### src/rtl/run_length_detector.sv
// Serial run-length detector: tracks the current run of equal bits, raises
// zero-latency threshold flags and counts runs that reach THRESH_Y.
module run_length_detector #(
  parameter int THRESH_X = 2,
  parameter int THRESH_Y = 3,
  parameter int CNT_W    = 4,
  parameter int EVT_W    = 8
) (
  input  logic             clk,
  input  logic             resetn,
  input  logic             din,
  input  logic             cen,
  input  logic             pol_en,
  input  logic             clr_cnt,
  output logic             doutx,
  output logic             douty,
  output logic [CNT_W-1:0] run_len,
  output logic             run_val,
  output logic [EVT_W-1:0] evt_cnt
);

  localparam logic [CNT_W-1:0] RUN_MAX = {CNT_W{1'b1}};
  localparam logic [EVT_W-1:0] EVT_MAX = {EVT_W{1'b1}};
  localparam logic [CNT_W-1:0] TX      = CNT_W'(THRESH_X);
  localparam logic [CNT_W-1:0] TY      = CNT_W'(THRESH_Y);

  if ((THRESH_X < 1) || (THRESH_X > THRESH_Y) || (THRESH_Y >= (1 << CNT_W))) begin : gBadParams
    $error("run_length_detector: need 1 <= THRESH_X <= THRESH_Y <= 2**CNT_W-1");
  end

  logic [CNT_W-1:0] runLen_q, runLen_d, runNext;
  logic             runVal_q, runVal_d;
  logic [EVT_W-1:0] evtCnt_q, evtCnt_d;
  logic             qualify, sameRun, evtHit;

  // A saturated run keeps runNext pinned at RUN_MAX, so the event must exclude
  // that continuation or THRESH_Y == RUN_MAX would count every further bit.
  always_comb begin
    qualify  = cen & (din | pol_en);
    sameRun  = (runLen_q != '0) && (din == runVal_q);
    runNext  = '0;
    runLen_d = runLen_q;
    runVal_d = runVal_q;
    evtCnt_d = evtCnt_q;

    if (qualify) begin
      if (sameRun) begin
        runNext = (runLen_q == RUN_MAX) ? RUN_MAX : runLen_q + CNT_W'(1);
      end else begin
        runNext = CNT_W'(1);
      end
    end

    evtHit = qualify && (runNext == TY) && !(sameRun && (runLen_q == RUN_MAX));

    if (cen) begin
      runLen_d = runNext;
      runVal_d = din;
    end

    if (clr_cnt) begin
      evtCnt_d = '0;
    end else if (evtHit && (evtCnt_q != EVT_MAX)) begin
      evtCnt_d = evtCnt_q + EVT_W'(1);
    end

    doutx = resetn & cen & (runNext >= TX);
    douty = resetn & cen & (runNext >= TY);
  end

  always_ff @(posedge clk) begin
    if (!resetn) begin
      runLen_q <= '0;
      runVal_q <= 1'b0;
      evtCnt_q <= '0;
    end else begin
      runLen_q <= runLen_d;
      runVal_q <= runVal_d;
      evtCnt_q <= evtCnt_d;
    end
  end

  assign run_len = runLen_q;
  assign run_val = runVal_q;
  assign evt_cnt = evtCnt_q;

endmodule

### config.mk
export PLATFORM = sky130hd
export DESIGN_NAME = run_length_detector
export DESIGN_NICKNAME = d
export VERILOG_FILES = /design/src/rtl/run_length_detector.sv
export SDC_FILE = /design/constraint.sdc
export NUM_CORES = 1
export LEC_CHECK = 0
export ABC_CLOCK_PERIOD_IN_PS = 4900
export CAP_MARGIN = 10
export CORE_UTILIZATION = 50
export CTS_BUF_LIST = sky130_fd_sc_hd__clkbuf_4 sky130_fd_sc_hd__clkbuf_8 sky130_fd_sc_hd__clkbuf_16
export DETAILED_ROUTE_END_ITERATION = 12
export GPL_TIMING_DRIVEN = 0
export PLACE_DENSITY = 0.8
export SLEW_MARGIN = 15
export SYNTH_ARGS = -nofsm -noshare
export SYNTH_HDL_FRONTEND = slang
export SYNTH_SLANG_ARGS = --single-unit
### constraint.sdc
create_clock -name clk -period 4.9 [get_ports clk]
set_input_delay 0.98 -clock clk [delete_from_list [all_inputs] [get_ports clk]]
set_output_delay 0.98 -clock clk [all_outputs]
set_load 0.02 [all_outputs]
# ---- After elaboration in Yosys (flattened, before gate mapping)
# Cells that the tools add are included.
# Widths: inputs -> output; s select.
dict set report classes {
  n_addsub 2
  n_lt_le_gt_ge 2
  eq_ne 4
  mux 3
  n_bitwise 6
  n_reduce_logical 8
}
# cell count
set ops {}
lappend ops {{$mux 4} 3}
lappend ops {{$add 8x1->8 const B} 1}
lappend ops {{$ge 4x2->1 const B} 2}
lappend ops {{$ne 8x8->1 const B} 1}
lappend ops {{$logic_and 1x1->1} 5}
lappend ops {{$add 4x1->4 const B} 1}
lappend ops {{$and 1x1->1} 4}
lappend ops {{$eq 4x2->1 const B} 1}
lappend ops {{$eq 4x4->1 const B} 1}
lappend ops {{$reduce_bool 4->1} 1}
lappend ops {{$reduce_or 2->1} 1}
lappend ops {{$eq 1x1->1} 1}
lappend ops {{$logic_not 1->1} 1}
lappend ops {{$not 1->1} 1}
lappend ops {{$or 1x1->1} 1}
dict set report word_totals {
  register_bits 13
  inputBits 6
  output_inout_bits 15
  elab_cells 28
}

# ---- Logic depth before layout (Yosys ltp)
# Gate-level depths: netlist of the first run.
dict set report depth {
  ltp_word 8
  mapped_depth 7
  mapped_depth_nobuf 6
}

# ---- Worst setup path after synthesis of the first run
# No wires, ideal clock.
dict set report synth_path {
  kind {input-to-output}
  start {input din}
  end {output doutx}
  t_arrival_ns 1.940
  t_required_ns 3.920
  setup_slack_ns 1.980
  path_stages 3
  path_buffers 0
  cell_sequence {xor2_1 -> a211oi_1 -> o311a_2}
}
dict set report synth_via {
  elab_chain_len 6
  word_cells_on_any_way 8
  classes_between {1 x order compare; 1 x eq/ne; 2 x mux; 3 x bitwise; 1 x reduce/logical}
}
# element line_no
set synth_lines {}
lappend synth_lines {{from (decl)} 11} ;# input logic din,
lappend synth_lines {{$eq 1x1->1} 40} ;# sameRun = (runLen_q != '0) && (din == runVal_q);
lappend synth_lines {{$logic_and 1x1->1} 40}
lappend synth_lines {{$mux 4} 47} ;# if (sameRun) begin
lappend synth_lines {{$mux 4 *} 46} ;# if (qualify) begin
lappend synth_lines {{$ge 4x2->1 *} 67} ;# doutx = resetn & cen & (runNext >= TX);
lappend synth_lines {{$and 1x1->1 *} 67}
lappend synth_lines {{to (decl)} 15} ;# output logic doutx,
# Mark *: on every way between the ends. The rest lies on a longest branch, timed or not.

# ---- Final worst setup path of the first run
dict set report layout_path {
  start {input cen}
  end {output doutx}
}
dict set report layout_via {
  elab_chain_len 4
  word_cells_on_any_way 5
  classes_between {1 x order compare; 1 x mux; 3 x bitwise}
}
# element line_no
set layout_lines {}
lappend layout_lines {{from (decl)} 12} ;# input logic cen,
lappend layout_lines {{$and 1x1->1} 39} ;# qualify = cen & (din | pol_en);
lappend layout_lines {{$mux 4} 46}
lappend layout_lines {{$ge 4x2->1} 67}
lappend layout_lines {{$and 1x1->1 *} 67}
# Marked as above.

==> results of run 1 <==
stage by stage:
step	area [um^2]	setup WS [ns]
after floorplan	807	1.98
after global placement	1030	0.668
after detailed placement	1030	0.658
after CTS	1060	0.640
after global routing	1060	0.574
final	1060	0.583
worst max-delay path, delay by kind of cell:
kind                   cells  cell delay, ns
AOI/OAI and AO/OA          3            1.16
buffers and inverters      2            1.20
per-layer routing:
layer	track usage, %	wire, um	vias up
met1	32.6	963	380
met4	8.13	21	0
met5	0	0	-
met2	35.7	815	30
met3	3.02	88	4
li1	-	-	411
worst min-delay path by stage:
| stage | to | depth (start not counted) |
|---|---|---|
| after floorplan | evt_cnt[5] | 2 |
| after global placement | evt_cnt[5] | 2 |
| after detailed placement | evt_cnt[5] | 2 |
| after CTS | evt_cnt[5] | 2 |
| after global routing | evt_cnt[5] | 2 |
| final | evt_cnt[5] | 2 |
where the power goes:
group / switching (W) / leakage, nW / internal [W] / total, W
logic: 0.0000149 / 0.282 / 0.0000134 / 0.0000283
clock network: 0.0000360 / 0.0184 / 0.0000371 / 0.0000731
registers: 0.00000172 / 0.105 / 0.000107 / 0.000108
total: 0.0000527 / 0.405 / 0.000157 / 0.000210
state kept, by name, summed over array words and instances, names as in the netlist:
signal	count
run_val	1
evt_cnt	8
run_len	4
layout by cell type, fill, tap and decap left out, types with 2 or more instances in the layout:
master            n
ha_1              3
o31ai_1           4
a211oi_1          2
clkbuf_4          4
buf_6             2
o311a_2           2
dfxtp_1          13
nand3_1           3
a31oi_1           3
inv_1             3
nand2_1           2
nor2_1            6
o21ai_0           5
nor2b_1           3
a211o_1           2
nand4_1           2
a21oi_1          10
clkdlybuf4s50_1  20
or4_1             4
and2_1            5
xor2_1            2
cell type report:
class | count | share of cell area (%)
flip-flops and latches | 13 | 24.6
inverters | 3 | 1.07
repair buffers | 20 | 18.9
well taps | 16 | 1.89
clock buffers | 4 | 2.84
plain buffers | 4 | 2.84
multi-input cells | 74 | 47.8
cells by family after synthesis:
logic type,share of synthesized area (%)
and+or+nand+nor,27.0
AOI/OAI and AO/OA,26.2
DFF,32.2
buffers and inverters,5.12
adders and majority gates,4.65
xor gates and xnor gates,2.17
muxes,2.64
==> flow_metrics.tcl, run 1 <==
set metrics [dict create \
    yosysSeqAreaShare_pct 32.2 \
    yosysWarnings 0 \
    grt_pass1_wl_um 3240 \
    port_buffers 20 \
    synth_edf_count 0 \
    r2r_start "run_len[0]" \
    cts_tree "yes" \
    htreeDepth 1 \
    required_ns 3.92 \
    fp.dieArea_um2 1780 \
    finalHoldViolCount 0 \
    ir_drop_uv 143 \
    fmax_mhz 232 \
    layout_min_cycle_time_ns 4.32 \
    first_iter_violations 17 \
    drive_above_1_share_pct 10.2 \
    arrival_ns 3.34 \
    synth_fp_nets 103 \
    final_antenna_net_count 0 \
    critPathCapture "doutx" \
    p_leak_nw 0.405 \
    area_delta_synth_final_pct 31.0 \
    max_cap_viol_count 0 \
    async_flop_share_pct 0 \
    cts_resized 0 \
    critPathMaxFanout 7 \
    nNetsFinal 128 \
    critPathSlowestCell "a211oi_1" \
    insertion_delay_ns 0.27 \
    via_per_inst 6.16 \
    synth-seq-cells 13 \
    rows 14 \
    synth.top_cell.area_share_pct 32.2 \
    critical_path_class "in2out" \
    path_cells "clkdlybuf4s50_1 -> o21ai_0 -> a211oi_1 -> o311a_2 -> clkdlybuf4s50_1" \
    worstHoldStart "evt_cnt[5]" \
    grt_start_max_net_pins 11 \
    clkTransAtPathRegs_ns 0.08 \
    grtUsageTotal_pct 23.0 \
    synth_area_um2 807 \
    ff2ff_path_depth 7 \
    worstMarginPinSlew_ns 0.719 \
    crit_start "cen" \
    firstDrtPassIters 4 \
    drc_errors 0 \
    route.vias.total 825 \
    cts.sink_count 13 \
    cts_buffer_depth 2 \
    antenna_found_initial 0 \
    rsz0062_at_grt "false" \
    synthTopCellsByArea "dfxtp_1, a21oi_1, ha_1, and2_1, o31ai_1" \
    cts_hold_buffers 0 \
    worstSetupEndpointType "primary output" \
    skew_ns 0.00270 \
    multi_input_area_um2 505 \
    hold_path.class "reg2reg" \
    final_util_pct 70.2 \
    power_w 0.000210 \
    hold_ws_ns 0.491 \
    setup_viol 0 \
    start_util_pct 53.6 \
    dp_hpwl_um 1350 \
    max_slew_margin_pct 51.7 \
    fill_cells 130 \
    setup-tns-final_ns 0 \
    synth_flop_cell "dfxtp_1" \
    postCtsSetupRepairBufs 0 \
    syn_avg_cell_area_um2 8.59 \
    synth_common_cells "dfxtp_1, a21oi_1, nor2_1" \
    final_cells 134 \
    synthDistinctLibCells 37 \
    routed_wl_um 1890 \
    wl_per_cell_um 14.1 \
    cts_made_buffers 3 \
    reg2reg_slack_ns 2.46 \
    core_um2 1510 \
    outcome "complete, no violations" \
    dieWidth_um 42.2 \
    finalCritPeriodShare_pct 88.1 \
    rr_endpoint "evt_cnt[7]" \
    routabilityCongestion 0.788 \
    cp_slowest_stage_delay_ns 0.62 \
    slew_violations 0 \
    io-pin-count 21 \
    place_inst 130 \
    yosysTopAreaCell "dfxtp_1" \
    diodes 0 \
    critPathLaunchType "primary input" \
    syn_inst 94 \
    grt_overflow 0 \
    die_y_um 42.2 \
    p_per_area_nw_per_um2 198 \
    first_global_vias 764 \
    regArea_um2 260 \
    root_buffer "clkbuf_4" \
    cpMostUsedCell "clkdlybuf4s50_1" \
    yosysMostFrequentCell "dfxtp_1" \
]
(Power assumes the default switching activity.)
==> run 2: changes to the inputs <==
Settings changed: CTS_BUF_LIST sky130_fd_sc_hd__clkbuf_4 sky130_fd_sc_hd__clkbuf_8 sky130_fd_sc_hd__clkbuf_16 to unset.
==> flow_metrics.tcl, run 2 (synthesis results as in run 1) <==
set metrics [dict create \
    worstSetupEndpointType "primary output" \
    holdPathStages 2 \
    r2r_start "run_len[0]" \
    rows 14 \
    critPathMaxFanout 7 \
    skew_ns 0.00364 \
    route.vias.total 817 \
    drive_above_1_share_pct 9.32 \
    hold_path.class "reg2reg" \
    grt_overflow 0 \
    hold_end "evt_cnt[5]" \
    regArea_um2 260 \
    fp.dieArea_um2 1780 \
    root_buffer "clkbuf_4" \
    required_ns 3.92 \
    nNetsFinal 128 \
    first_global_vias 763 \
    setup-tns-final_ns 0 \
    ff2ff_path_depth 7 \
    reg2reg_slack_ns 2.46 \
    finalHoldViolCount 0 \
    layout_commonest_cell "clkdlybuf4s50_1" \
    fill_cells 129 \
    ir_drop_uv 143 \
    cts_resized 0 \
    postCtsSetupRepairBufs 0 \
    max_cap_viol_count 0 \
    dieWidth_um 42.2 \
    core_um2 1510 \
    first_iter_violations 16 \
    layout_min_cycle_time_ns 4.33 \
    fmax_mhz 231 \
    routabilityCongestion 0.788 \
    wl_per_cell_um 14.0 \
    max_slew_margin_pct 51.2 \
    final_antenna_net_count 0 \
    area_delta_synth_final_pct 30.5 \
    multi_input_area_um2 505 \
    start_util_pct 53.6 \
    setup_viol 0 \
    rsz0062_at_grt "false" \
    insertion_delay_ns 0.27 \
    final_cells 134 \
    worstHoldStart "evt_cnt[5]" \
    firstDrtPassIters 6 \
    antenna_found_initial 0 \
    finalCritPeriodShare_pct 88.3 \
    rr_endpoint "evt_cnt[7]" \
    port_buffers 20 \
    htreeDepth 1 \
    hold_ws_ns 0.491 \
    slew_violations 0 \
    diodes 0 \
    worstMarginPinSlew_ns 0.728 \
    io-pin-count 21 \
    p_per_area_nw_per_um2 194 \
    cts_made_buffers 3 \
    clkTransAtPathRegs_ns 0.08 \
    final_cell_mix "clkdlybuf4s50_1, dfxtp_1, a21oi_1, nor2_1" \
    drc_errors 0 \
    cts_buffer_depth 2 \
    cts_tree "yes" \
    grtUsageTotal_pct 23.1 \
    outcome "complete, no violations" \
    routed_wl_um 1880 \
    die_y_um 42.2 \
    place_inst 130 \
    cts.sink_count 13 \
    grt_start_max_net_pins 11 \
    cts_hold_buffers 0 \
    grt_pass1_wl_um 3260 \
    critPathLaunchType "primary input" \
    arrival_ns 3.35 \
    dp_hpwl_um 1350 \
    p_leak_nw 0.402 \
    via_per_inst 6.10 \
    critical_path_class "in2out" \
    largest_reg_flops 8 \
]
run 2: how the worst max path moves through the flow:
stage / from / end / slack [ns]
after floorplan: din / doutx / 1.98
after global placement: cen / doutx / 0.67
after detailed placement: cen / doutx / 0.66
after CTS: cen / doutx / 0.64
after global routing: cen / doutx / 0.56
final: cen / doutx / 0.57
run 2: worst max-delay path, cell delays in order:
cell	delay [ns]
clkdlybuf4s50_1	0.60
o21ai_0	0.22
a211oi_1	0.62
o311a_2	0.31
clkdlybuf4s50_1	0.61
run 2: stage by stage:
| step | power [W] | instance area (um^2) | utilization [%] | setup slack [ns] |
|---|---|---|---|---|
| after global placement | 0.000138 | 1030 | 68.2 | 0.668 |
| after detailed placement | 0.000139 | 1030 | 68.2 | 0.658 |
| after global routing | 0.000212 | 1050 | 69.9 | 0.563 |
| after CTS | 0.000206 | 1050 | 69.9 | 0.643 |
| after floorplan | 0.000127 | 807 | - | 1.98 |
| final | 0.000205 | 1050 | 69.9 | 0.572 |
run 2: power breakdown:
group          switching [W]  total (W)  internal (W)  leakage [nW]
combinational      0.0000149  0.0000283     0.0000134         0.282
clock              0.0000363  0.0000679     0.0000315        0.0150
sequential        0.00000171   0.000108      0.000107         0.105
total              0.0000530   0.000205      0.000152         0.402
run 2: cell type report:
type / count / share of cell area, %
repair buffers: 20 / 19.0
well taps: 16 / 1.90
multi-input cells: 74 / 48.0
clock buffers: 4 / 2.49
flip-flops and latches: 13 / 24.7
inverters: 3 / 1.07
plain buffers: 4 / 2.85
run 2: layer usage:
metal / vias up / GRT usage, % / routed length, um
li1: 412 / - / -
met1: 374 / 32.9 / 955
met2: 27 / 35.7 / 821
met3: 4 / 3.02 / 79
met4: 0 / 8.13 / 25
met5: - / 0 / 0
